$ cat src/rtl/lattice_pkg.sv
// Shared definitions for the 5-bit lattice symbol encoder/decoder pair.
package lattice_pkg;

    // Level index 0..3 maps to -3, -1, +1, +3 times the unit spacing.
    typedef logic [1:0] level_idx_t;

    // Two-bit Gray label carried by one 4-PAM dimension.
    typedef logic [1:0] gray_label_t;

    // Data word layout: {dim0 label, dim1 label, dim2 bit}.
    localparam int unsigned DIM0_BITS = 2;
    localparam int unsigned DIM1_BITS = 2;
    localparam int unsigned DIM2_BITS = 1;
    localparam int unsigned WORD_BITS = DIM0_BITS + DIM1_BITS + DIM2_BITS;

    // Decision threshold shared by 2-PAM and the centre of 4-PAM.
    localparam int PAM_CENTER_THR = 0;

    // Outer 4-PAM thresholds sit at +/- twice the unit spacing.
    function automatic int pam4_outer_thr(input int scale);
        return 2 * scale;
    endfunction

    // Index -> Gray label: 0->00, 1->01, 2->11, 3->10.
    function automatic gray_label_t gray_label(input level_idx_t idx);
        return {idx[1], idx[1] ^ idx[0]};
    endfunction

    // Gray label -> index, used by the encoder side.
    function automatic level_idx_t gray_index(input gray_label_t label);
        return {label[1], label[1] ^ label[0]};
    endfunction

endpackage

$ cat src/rtl/pam_slicer.sv
// Combinational nearest-level slicer for one PAM dimension with a near-threshold flag.
module pam_slicer
    import lattice_pkg::*;
#(
    parameter int unsigned LEVELS       = 4,
    parameter int unsigned SAMPLE_WIDTH = 8,
    parameter int unsigned SCALE        = 32,
    parameter int unsigned MARGIN       = 8
) (
    input  logic signed [SAMPLE_WIDTH-1:0] sample,
    output level_idx_t                     idx,
    output gray_label_t                    label,
    output logic                           near
);

    // Two guard bits keep |sample - threshold| free of overflow.
    localparam int unsigned CW = SAMPLE_WIDTH + 2;
    localparam bit IS_PAM4 = (LEVELS == 4);

    localparam logic signed [CW-1:0] THR_HI   = CW'(pam4_outer_thr(int'(SCALE)));
    localparam logic signed [CW-1:0] THR_LO   = -THR_HI;
    localparam logic signed [CW-1:0] THR_MID  = CW'(PAM_CENTER_THR);
    localparam logic signed [CW-1:0] MARGIN_S = CW'(MARGIN);

    function automatic logic signed [CW-1:0] abs_s(input logic signed [CW-1:0] v);
        return v[CW-1] ? -v : v;
    endfunction

    logic signed [CW-1:0] sx;
    logic                 ge_lo;
    logic                 ge_mid;
    logic                 ge_hi;
    logic                 near_lo;
    logic                 near_mid;
    logic                 near_hi;

    assign sx = {{2{sample[SAMPLE_WIDTH-1]}}, sample};

    // Threshold comparisons; ">=" makes ties resolve to the higher level.
    always_comb begin
        ge_lo    = (sx >= THR_LO);
        ge_mid   = (sx >= THR_MID);
        ge_hi    = (sx >= THR_HI);
        near_lo  = (abs_s(sx - THR_LO) < MARGIN_S);
        near_mid = (abs_s(sx - THR_MID) < MARGIN_S);
        near_hi  = (abs_s(sx - THR_HI) < MARGIN_S);
    end

    // Level decision, label and confidence; outer thresholds only exist for 4-PAM.
    always_comb begin
        idx   = 2'd0;
        label = 2'b00;
        near  = near_mid;
        if (IS_PAM4) begin
            if (ge_hi) begin
                idx = 2'd3;
            end else if (ge_mid) begin
                idx = 2'd2;
            end else if (ge_lo) begin
                idx = 2'd1;
            end else begin
                idx = 2'd0;
            end
            label = gray_label(idx);
            near  = near_lo | near_mid | near_hi;
        end else begin
            idx   = {1'b0, ge_mid};
            label = {1'b0, ge_mid};
        end
    end

endmodule

$ cat src/rtl/lattice_decoder.sv
// Three-stage receive decoder: register samples, slice/margin-check, Gray-demap to data word.
module lattice_decoder
    import lattice_pkg::*;
#(
    parameter int unsigned SAMPLE_WIDTH = 8,
    parameter int unsigned SCALE        = 32,
    parameter int unsigned MARGIN       = 8,
    parameter int unsigned BITS_WIDTH   = 5,
    parameter int unsigned CNT_WIDTH    = 16
) (
    input  logic                           clk,
    input  logic                           rst,
    input  logic                           in_valid,
    output logic                           in_ready,
    input  logic signed [SAMPLE_WIDTH-1:0] s0,
    input  logic signed [SAMPLE_WIDTH-1:0] s1,
    input  logic signed [SAMPLE_WIDTH-1:0] s2,
    output logic                           out_valid,
    input  logic                           out_ready,
    output logic [BITS_WIDTH-1:0]          data,
    output logic                           low_conf,
    input  logic                           clr_cnt,
    output logic [CNT_WIDTH-1:0]           sym_cnt,
    output logic [CNT_WIDTH-1:0]           lc_cnt
);

    logic advance;
    logic xfer;

    // S1: registered samples
    logic                           v1_q;
    logic signed [SAMPLE_WIDTH-1:0] s0_q;
    logic signed [SAMPLE_WIDTH-1:0] s1_q;
    logic signed [SAMPLE_WIDTH-1:0] s2_q;

    // S2: slice decisions
    logic       v2_q;
    level_idx_t idx0_q;
    level_idx_t idx1_q;
    logic       bit2_q;
    logic       near_q;

    // S3: output stage
    logic                  v3_q;
    logic [BITS_WIDTH-1:0] data_q;
    logic [BITS_WIDTH-1:0] data_d;
    logic                  low_conf_q;

    logic [CNT_WIDTH-1:0] sym_cnt_q;
    logic [CNT_WIDTH-1:0] sym_cnt_d;
    logic [CNT_WIDTH-1:0] lc_cnt_q;
    logic [CNT_WIDTH-1:0] lc_cnt_d;

    level_idx_t  idx0;
    level_idx_t  idx1;
    level_idx_t  idx2;
    gray_label_t lab0;
    gray_label_t lab1;
    gray_label_t lab2;
    logic        near0;
    logic        near1;
    logic        near2;

    // Global stall: every stage moves together whenever the output slot can be freed.
    always_comb begin
        advance  = !v3_q || out_ready;
        in_ready = advance;
        xfer     = v3_q && out_ready;
    end

    pam_slicer #(
        .LEVELS       (4),
        .SAMPLE_WIDTH (SAMPLE_WIDTH),
        .SCALE        (SCALE),
        .MARGIN       (MARGIN)
    ) u_slice0 (
        .sample (s0_q),
        .idx    (idx0),
        .label  (lab0),
        .near   (near0)
    );

    pam_slicer #(
        .LEVELS       (4),
        .SAMPLE_WIDTH (SAMPLE_WIDTH),
        .SCALE        (SCALE),
        .MARGIN       (MARGIN)
    ) u_slice1 (
        .sample (s1_q),
        .idx    (idx1),
        .label  (lab1),
        .near   (near1)
    );

    pam_slicer #(
        .LEVELS       (2),
        .SAMPLE_WIDTH (SAMPLE_WIDTH),
        .SCALE        (SCALE),
        .MARGIN       (MARGIN)
    ) u_slice2 (
        .sample (s2_q),
        .idx    (idx2),
        .label  (lab2),
        .near   (near2)
    );

    // Labels are rebuilt from the registered indices in S3; the slicer copies are spare.
    logic unused_slice;
    assign unused_slice = ^{lab0, lab1, lab2, idx2[1]};

    // S1: capture the sample triple on an input transfer; bubbles carry v1_q=0.
    always_ff @(posedge clk or negedge rst) begin
        if (!rst) begin
            v1_q <= 1'b0;
            s0_q <= '0;
            s1_q <= '0;
            s2_q <= '0;
        end else if (advance) begin
            v1_q <= in_valid;
            if (in_valid) begin
                s0_q <= s0;
                s1_q <= s1;
                s2_q <= s2;
            end
        end
    end

    // S2: register slice decisions and the combined low-confidence flag.
    always_ff @(posedge clk or negedge rst) begin
        if (!rst) begin
            v2_q   <= 1'b0;
            idx0_q <= '0;
            idx1_q <= '0;
            bit2_q <= 1'b0;
            near_q <= 1'b0;
        end else if (advance) begin
            v2_q <= v1_q;
            if (v1_q) begin
                idx0_q <= idx0;
                idx1_q <= idx1;
                bit2_q <= idx2[0];
                near_q <= near0 | near1 | near2;
            end
        end
    end

    // S3 next word: Gray-demap each dimension into the packed data word.
    always_comb begin
        data_d = BITS_WIDTH'({gray_label(idx0_q), gray_label(idx1_q), bit2_q});
    end

    // S3: output register; payload only reloads for a real word so it stays quiet on bubbles.
    always_ff @(posedge clk or negedge rst) begin
        if (!rst) begin
            v3_q       <= 1'b0;
            data_q     <= '0;
            low_conf_q <= 1'b0;
        end else if (advance) begin
            v3_q <= v2_q;
            if (v2_q) begin
                data_q     <= data_d;
                low_conf_q <= near_q;
            end
        end
    end

    // Counter next state: clear wins over increment, both saturate at all-ones.
    always_comb begin
        sym_cnt_d = sym_cnt_q;
        lc_cnt_d  = lc_cnt_q;
        if (clr_cnt) begin
            sym_cnt_d = '0;
            lc_cnt_d  = '0;
        end else if (xfer) begin
            if (sym_cnt_q != '1) begin
                sym_cnt_d = sym_cnt_q + CNT_WIDTH'(1);
            end
            if (low_conf_q && (lc_cnt_q != '1)) begin
                lc_cnt_d = lc_cnt_q + CNT_WIDTH'(1);
            end
        end
    end

    // Statistics counter registers.
    always_ff @(posedge clk or negedge rst) begin
        if (!rst) begin
            sym_cnt_q <= '0;
            lc_cnt_q  <= '0;
        end else begin
            sym_cnt_q <= sym_cnt_d;
            lc_cnt_q  <= lc_cnt_d;
        end
    end

    assign out_valid = v3_q;
    assign data      = data_q;
    assign low_conf  = low_conf_q;
    assign sym_cnt   = sym_cnt_q;
    assign lc_cnt    = lc_cnt_q;

endmodule

$ cat config.mk
export PLATFORM = sky130hd
export DESIGN_NAME = lattice_decoder
export DESIGN_NICKNAME = d
export VERILOG_FILES = /design/src/rtl/lattice_pkg.sv /design/src/rtl/pam_slicer.sv /design/src/rtl/lattice_decoder.sv
export SDC_FILE = /design/constraint.sdc
export NUM_CORES = 1
export LEC_CHECK = 0
export CAP_MARGIN = 10
export CORE_ASPECT_RATIO = 1.75
export CORE_MARGIN = 2
export CORE_UTILIZATION = 41
export CTS_CLUSTER_SIZE = 16
export DETAILED_ROUTE_END_ITERATION = 12
export PLACE_DENSITY_LB_ADDON = 0.05
export SYNTH_ARGS = -nofsm -noshare
export SYNTH_HDL_FRONTEND = slang
export SYNTH_SLANG_ARGS = --single-unit
$ cat constraint.sdc
create_clock -name clk -period 2.2 [get_ports clk]
set_clock_uncertainty 0.15 [all_clocks]
set_input_delay 0.33 -clock clk [delete_from_list [all_inputs] [get_ports clk]]
set_output_delay 0.33 -clock clk [all_outputs]
set_load 0.1 [all_outputs]
; ---- Word-level counts from Yosys, hierarchy flattened
; Index checks and enable logic that the tools add are counted.
[classes]
n_mux = 19
addsub = 13
magnitude_cmp = 14
n_reduce_logical = 12
eq_ne = 2
n_bitwise = 8
[ops]
columns = operator, n
row1 = $mux W16, 6
row2 = $lt A10 B5 Y1 const B, 7
row3 = $mux W10, 7
row4 = $neg A10 Y10, 4
row5 = $add A16 B1 Y16 const B, 2
row6 = $ne A16 B16 Y1 const B, 2
row7 = $neg A8 Y10, 3
row8 = $ge A8 B1 Y1 const B, 3
row9 = $sub A8 B7 Y9 const B, 2
row10 = $sub A8 B8 Y9 const B, 2
row11 = $ge A8 B7 Y1 const B, 2
row12 = $ge A8 B8 Y1 const B, 2
row13 = $reduce_and A2 Y1, 5
row14 = $mux W2, 4
row15 = $or A1 B1 Y1, 6
row16 = $reduce_bool A2 Y1, 3
row17 = $logic_and A1 B1 Y1, 2
row18 = $mux W1, 2
row19 = $xor A1 B1 Y1, 2
row20 = $logic_not A1 Y1, 1
row21 = $logic_or A1 B1 Y1, 1
[totals]
in_bits = 29
word_cells = 82
regBits = 71

; ---- Depth between registers and ports, before layout
; Gate-level depths: netlist (run 1).
[depth]
ltp_word = 8
mapped_depth = 7
ltp_nobuf = 7

; ---- By module
; A second synthesis (run 1) with hierarchy kept.
[unflattened]
hier_cells = 366
area_unflattened_um2 = 3908.7
[by_module_without_submodules]
columns = module, area_per_inst_um2, n_inst, seq_area_each_um2, cells_per_inst
row1 = lattice_decoder, 3339.5, 1, 1776.7, 294
row2 = pam_slicer at u_slice0 ..., 250.2, 2, 0.0, 31
row3 = pam_slicer at u_slice2, 68.8, 1, 0.0, 10

; ---- Worst setup path before layout (run 1)
; No wires, ideal clock.
[synth_timing]
path_kind = register to register
startpoint = register v3_q, in the netlist out_valid
endpoint = register s0_q[5]
t_arrival_ns = 2.240
path_buffers = 2
t_required_ns = 1.925
period_less_slack_ns = 2.515
setup_ns = 0.125
path_stages_with_launch = 6
setup_slack_ns = -0.315
cell_sequence = dfrtp_1 > nand2b_1 > buf_2 > nand2_1 > buf_2 > mux2_2
[synth_via]
elab_chain_len = 3
[synth_lines]
columns = element, line_no
row1 = from (decl), lattice_decoder.sv:44  ; logic v3_q;
row2 = from (signal assigned), lattice_decoder.sv:159  ; v3_q <= v2_q;
row3 = $logic_not A1 Y1, lattice_decoder.sv:66  ; advance = !v3_q || out_ready;
row4 = $logic_or A1 B1 Y1, lattice_decoder.sv:66
row5 = net in_ready, lattice_decoder.sv:14  ; output logic in_ready,
row6 = $reduce_and A2 Y1 (no line), n/a
row7 = to (signal assigned), lattice_decoder.sv:115  ; s0_q <= '0;
row8 = to (signal assigned), lattice_decoder.sv:121  ; s0_q <= s0;
row9 = to (decl), lattice_decoder.sv:32  ; logic signed [SAMPLE_WIDTH-1:0] s0_q;
; The timed path passes the listed nets, and every way through them passes these cells.
; A chain may end at the register's enable or synchronous reset.

; ---- Worst setup path in the final report (run 1)
[layout_timing]
startpoint = register s1_q[7]
endpoint = register near_q
[layout_via]
elab_chain_len = 8
elab_cells_between_ends = 15
cone_classes = add/sub: 5 / order compare: 3 / mux: 3 / bitwise: 4
[layout_lines]
columns = element, line_no
row1 = from (decl), lattice_decoder.sv:33  ; logic signed [SAMPLE_WIDTH-1:0] s1_q;
row2 = from (signal assigned), lattice_decoder.sv:116  ; s1_q <= '0;
row3 = from (signal assigned), lattice_decoder.sv:122  ; s1_q <= s1;
row4 = $sub A8 B7 Y9, pam_slicer.sv:44  ; near_lo = (abs_s(sx - THR_LO) < MARGIN_S);
row5 = $neg A10 Y10, pam_slicer.sv:26  ; return v[CW-1] ? -v : v;
row6 = $mux W10, pam_slicer.sv:26
row7 = $lt A10 B5 Y1, pam_slicer.sv:44
row8 = $or A1 B1 Y1, pam_slicer.sv:65  ; near = near_lo | near_mid | near_hi;
row9 = $or A1 B1 Y1 *, pam_slicer.sv:65
row10 = $or A1 B1 Y1 * (2 in a row), lattice_decoder.sv:142  ; near_q <= near0 | near1 | near2;
row11 = to (signal assigned), lattice_decoder.sv:142
row12 = to (decl), lattice_decoder.sv:41  ; logic near_q;
; Every way passes the cells marked *; elsewhere a longest branch is shown, timed or not.

==> run_results.csv, run 1 <==
group,metric,value,unit
layout,fin_area,0.00475,mm^2
timing,maxSlewHeadroom,0.648,
yosys,synth_top_cell_area_share,0.489,
routing,drt_iter0_drc,105,
yosys,synth_common_cells,"71 x dfrtp_1, 35 x nor2_1, 28 x mux2_2, 25 x xnor2_1, 23 x nand2_1",
yosys,ys.flop_type,"dfrtp_1",
timing,max_freq,492,MHz
power,total_leakage_power,1.98,nW
yosys,avgSynthCellArea,10.8,um^2
grt,grt_pass1_wl,12.5,mm
layout,drive_gt1_frac,0.316,
power,ir_drop,0.521,mV
yosys,synth_largest_area_cell,"dfrtp_1",
clock_network,htree_levels,3,
routing,wl_met1,2.91,mm
clock_network,cts-buffers-inserted,9,
layout,antenna_cells,0,
layout,ff_latch_area,0.00181,mm^2
routing,viasPerCell,5.15,
worst_setup_path,critical_path_arrival,2.14,ns
timing,layout_min_cycle_time,2.03,ns
routing,first_pass_iters,5,
clock_network,cts_tree,"yes",
power,p_switching,1.71,mW
die,die-area,0.00966,mm^2
routing,wl_per_cell,14.0,um
yosys,synth_xor_area_frac,0.0603,
power,switching_share,0.353,
power,power,4.85,mW
yosys,ys_warn_count,0,
worst_setup_path,crit_fanout,6,
routing,route.met3.wl,260,um
yosys,synth_top_family_by_area,"simple AND/OR/NAND/NOR gates",
placement,placed_area,0.00442,mm^2
timing,finalSetupViolCount,0,
yosys,synth_cell_types,47,
routing,drc,0,
worst_setup_path,worstSetupPathType,"flop to flop",
yosys,syn_inst,337,
yosys,netlist_area,0.00363,mm^2
die,ioPinCount,69,
routing,wl_met2,4.16,mm
layout,post-route-util,0.548,
die,start_util,0.419,
placement,gp_congestion,0.847,
outcome,outcome,"complete, no violations",
timing,rsz0062_at_grt,"no",
timing,fin_crit_sh,0.924,
power,combPwrFrac,0.309,
grt,antenna_found_initial,0,
yosys,ys_seq_elements,71,
die,die_h,129,um
clock_network,cts_resized,0,
grt,grt_overflow,0,
grt,groute.usage.overall,0.170,
routing,finalWirelength,7.51,mm
min_path,hp-class,"flop to flop",
clock_network,cts_sinks,71,
yosys,synth_area_leaders,"dfrtp_1 49%, mux2_2 8.7%, xnor2_1 6.0%",
job,drv_cap,0,
worst_setup_path,required,2.30,ns
yosys,syn_nets,379,
timing,layout_setup_ws,0.168,ns
clock_network,clk_pin_slew_worst_paths,0.05,ns
layout,nFillCells,806,
timing,finalSetupTns,0,ns
layout,final_nets,455,
timing,hold_viol,0,
power,p_int,3.14,mW
timing,tightest_slew,0.524,ns
die,coreArea,0.00867,mm^2
yosys,synthSimpleGateAreaFrac,0.189,
yosys,async_flop_share,1.00,
placement,hpwl,5.45,mm
grt,grt_pass1_vias,2689,
clock_network,clockBufferDepth,2,
grt,grt_max_degree,72,
routing,vias,2757,
placement,portBuffers,68,
timing,finalMaxSlewViolations,0,
power,clockPowerShare,0.325,
die,die_x,75.2,um
yosys,synth_edf_count,0,
yosys,ys_seq_area_frac,0.489,
routing,detail-route-antenna-nets,0,
clock_network,post-cts-setup-buffers,0,
power,power_frac_seq,0.366,
yosys,synthAdderAreaFrac,0.0448,
yosys,synth-compound-area-share,0.0896,
die,rows,45,
layout,syn_to_final_growth,30.8,%
clock_network,root_buffer,"clkbuf_16",
power,powerDensity,1020,mW/mm^2
worst_setup_path,crit_path_end_kind,"flop",
worst_setup_path,worstSetupStartpointType,"flop",
yosys,muxShareOfSynthArea,0.0978,
layout,multi_input_area,0.00175,mm^2
routing,top_layer_used,"met4",
clock_network,clk_latency,0.33,ns
yosys,synth_most_common_cell,"dfrtp_1",
placement,dpl_worst_slack,0.0399,ns
sequential cells by signal, indices dropped and copies added (netlist names), 2 cells and up:
register and count:
lc_cnt 16, sym_cnt 16, data 5, s0_q 8, s2_q 8, s1_q 8
idx1_q 2, idx0_q 2
worst paths after layout:
path                       startpoint     endpoint  slack (ns)  cells past startpoint
hold reg to reg                  v2_q    out_valid        0.32                      2
hold / removal                   v2_q    out_valid        0.32                      2
setup / recovery              s1_q[7]       near_q        0.17                      7
setup reg to reg              s1_q[7]       near_q        0.17                      7
max in group asynchronous         rst  sym_cnt[14]        1.15                      3
min in group asynchronous         rst   sym_cnt[7]        0.37                      3
routing by layer:
metal | vias up | global-route usage
met3 | 11 | 0.0415
met2 | 50 | 0.305
met5 | - | 0
met1 | 1341 | 0.182
li1 | 1355 | -
met4 | 0 | 0.0733
power by group through the flow:
stage	Combinational, mW	Sequential, mW	Clock, mW
floorplan	0.604	2.29	0
global route	1.62	1.82	1.67
finish	1.50	1.77	1.57
CTS	1.52	1.78	1.62
global placement	1.50	1.80	0
detailed placement	1.52	1.80	0
critical path, stage by stage, from the launching register on:
cell and delay (ns):
dfrtp_1 0.43, inv_1 0.13, ha_1 0.24, or2_2 0.28
a21oi_1 0.17, o311ai_0 0.18, and4_1 0.25, a31oi_1 0.12
cells in the final DEF, fill, tap and decap left out, types with 3 or more instances in the layout:
cell type / synthesis / layout
buf_4: 0 / 44
o21ai_0: 14 / 14
a21oi_1: 11 / 11
mux2i_1: 4 / 4
nor3_1: 14 / 14
a31oi_1: 3 / 3
nor2_1: 35 / 35
buf_12: 0 / 3
dfrtp_2: 0 / 27
a211oi_1: 6 / 6
or3_1: 3 / 3
and4_1: 6 / 6
inv_1: 12 / 12
dfrtp_1: 71 / 44
clkdlybuf4s50_1: 0 / 27
nand3_1: 8 / 8
nand2_1: 23 / 23
mux2_2: 28 / 28
nor4_1: 3 / 3
a311oi_1: 3 / 3
xnor2_1: 25 / 25
clkbuf_16: 0 / 9
nand4_1: 8 / 8
and3_1: 4 / 4
ha_1: 13 / 13
nor3b_1: 3 / 3
repair_timing:
item | in CTS | in global routing
endpoints found under the setup margin | 0 | 0
hold buffers | 1 | 0
hold endpoints to repair | 71 | 0
layout make-up:
class	count	share of cell area
clock inverter	3	0.0137
inverter	12	0.00948
sequential	71	0.381
timing repair buffer	76	0.142
tap	117	0.0308
clock buffer	13	0.0548
multi-input combinational	243	0.368
per-stage QoR:
step	hold slack [ns]	std cells
floorplan	-0.116	337
global placement	0.236	518
detailed placement	0.242	518
CTS	0.322	535
global route	0.343	535
finish	0.316	535
cell families after synthesis:
group	count (synthesis)
flops	71
fa+ha+maj	13
compound gates	49
buf+inv	23
simple gates	124
mux	32
xor+xnor	25
No activity file was read; power rests on OpenSTA's default activity.
==> inputs of run 2 (changes only) <==
TNS_END_PERCENT = 30   (was default)
==> run 2 against run 1 <==
Effect of this change:
- combinational power barely moved
- total power rose by 3.6%
- register-to-register slack barely moved
- wire length rose by 2.2%
- sequential share of layout area fell by 0.53 points
- final cell count rose by 0.37%
- first-iteration DRC count rose by 24%
- utilization rose by 0.39 points
- critical path type unchanged
- largest cell class unchanged
- largest power group unchanged
==> run_results.csv, run 2 (synthesis gave the netlist of run 1 again) <==
group,metric,value,unit
layout,antenna_cells,0,
worst_setup_path,required,2.31,ns
layout,syn_to_final_growth,31.8,%
die,die-area,0.00966,mm^2
routing,finalWirelength,7.68,mm
timing,fin_crit_sh,0.920,
placement,placed_area,0.00442,mm^2
layout,final_cell_mix,"54 x dfrtp_1, 46 x buf_4, 35 x nor2_1, 28 x mux2_2, 27 x clkdlybuf4s50_1",
die,start_util,0.419,
worst_setup_path,regToRegSetupSlack,0.18,ns
clock_network,htree_levels,3,
die,coreArea,0.00867,mm^2
timing,layout_setup_ws,0.177,ns
routing,viasPerCell,5.14,
placement,gp_congestion,0.823,
placement,placed_cells,520,
placement,portBuffers,68,
grt,groute.usage.overall,0.173,
placement,dpl_worst_slack,0.0197,ns
power,clockPowerShare,0.344,
die,die_h,129,um
timing,finalMaxSlewViolations,0,
layout,drive_gt1_frac,0.300,
routing,wl_per_cell,14.3,um
worst_setup_path,crit_path_end_kind,"flop",
routing,drt_iter0_drc,130,
power,combPwrFrac,0.303,
grt,grt_pass1_wl,12.8,mm
layout,final_common_cell,"dfrtp_1",
timing,tightest_slew,0.569,ns
clock_network,cts_tree,"yes",
power,ir_drop,0.625,mV
worst_setup_path,worstSetupStartpointType,"flop",
outcome,outcome,"complete, no violations",
layout,fin_area,0.00479,mm^2
die,ioPinCount,69,
power,power,5.02,mW
clock_network,root_buffer,"clkbuf_16",
worst_setup_path,worstSetupPathType,"flop to flop",
clock_network,cts-buffers-inserted,9,
clock_network,cts_sinks,71,
grt,antenna_found_initial,0,
layout,post-route-util,0.552,
grt,grt_pass1_vias,2703,
die,rows,45,
worst_setup_path,crit_fanout,6,
layout,fin_cells,537,
routing,vias,2760,
clock_network,clk_pin_slew_worst_paths,0.05,ns
timing,layout_min_cycle_time,2.02,ns
routing,first_pass_iters,4,
timing,hold_viol,0,
min_path,holdPathStages,2,
grt,grt_max_degree,72,
power,p_switching,1.76,mW
clock_network,post-cts-setup-buffers,0,
job,drv_cap,0,
timing,maxSlewHeadroom,0.618,
timing,max_freq,494,MHz
worst_setup_path,ff2ff_path_depth,7,
routing,detail-route-antenna-nets,0,
power,total_leakage_power,2.02,nW
routing,drc,0,
power,p_int,3.26,mW
grt,grt_overflow,0,
clock_network,clockBufferDepth,2,
placement,hpwl,5.50,mm
layout,final_nets,457,
timing,finalSetupViolCount,0,
power,switching_share,0.350,
die,die_x,75.2,um
min_path,hp-class,"flop to flop",
power,powerDensity,1050,mW/mm^2
clock_network,clk_latency,0.34,ns
power,power_frac_seq,0.353,
timing,rsz0062_at_grt,"no",
clock_network,cts_resized,0,
worst_setup_path,critical_path_arrival,2.13,ns
## run 2: area by class of cell
| class | instances | area, um^2 |
|---|---|---|
| Multi-Input combinational cell | 243 | 1750 |
| Tap cell | 117 | 146 |
| Clock inverter | 5 | 104 |
| Inverter | 12 | 45.0 |
| Sequential cell | 71 | 1800 |
| Clock buffer | 11 | 253 |
| Timing Repair Buffer | 78 | 691 |
| Fill cell | 822 | 3880 |
## run 2: final timing paths
path | from | end
min | v2_q | out_valid
max in group asynchronous | rst | lc_cnt[6]
min reg2reg | v2_q | out_valid
min in group asynchronous | rst | sym_cnt[7]
max reg2reg | s1_q[7] | near_q
max | s1_q[7] | near_q
## run 2: metal layers
layer  vias up  wire length (um)  track usage
met2        51              4110        0.297
met1      1332              3140        0.200
li1       1368                 -            -
met5         -                 0            0
met3         9               286       0.0501
met4         0               143       0.0650
## run 2: through the flow
step	hold slack, ns	TNS, ns
6_report	0.314	0
2_1_floorplan	-0.116	-0.481
5_1_grt	0.339	0
3_3_place_gp	0.242	0
4_1_cts	0.319	0
3_5_place_dp	0.242	0
## run 2: worst max-delay path, stage by stage (launching register included)
cell and delay, ns:
dfrtp_1 0.43, inv_1 0.13, ha_1 0.25, or2_2 0.29, a21oi_1 0.16, o311ai_0 0.17, and4_1 0.25, a31oi_1 0.11
## run 2: what timing repair did
item                                    CTS  global route
endpoints found under the hold margin    71             0
hold buffers                              1             0
endpoints found under the setup margin    0             0
## run 2: power by group through the flow
stage	Combinational, mW	Sequential, mW	Clock, mW
3_3_place_gp	1.51	1.79	0
2_1_floorplan	0.604	2.29	0
5_1_grt	1.65	1.82	1.83
3_5_place_dp	1.54	1.80	0
4_1_cts	1.54	1.78	1.77
6_report	1.52	1.77	1.73
==> inputs of run 3 (changes only) <==
SKIP_LAST_GASP = 1   (was default)
==> results of run 3 <==
Final layout, timing and power as in run 2 (identical DEF).
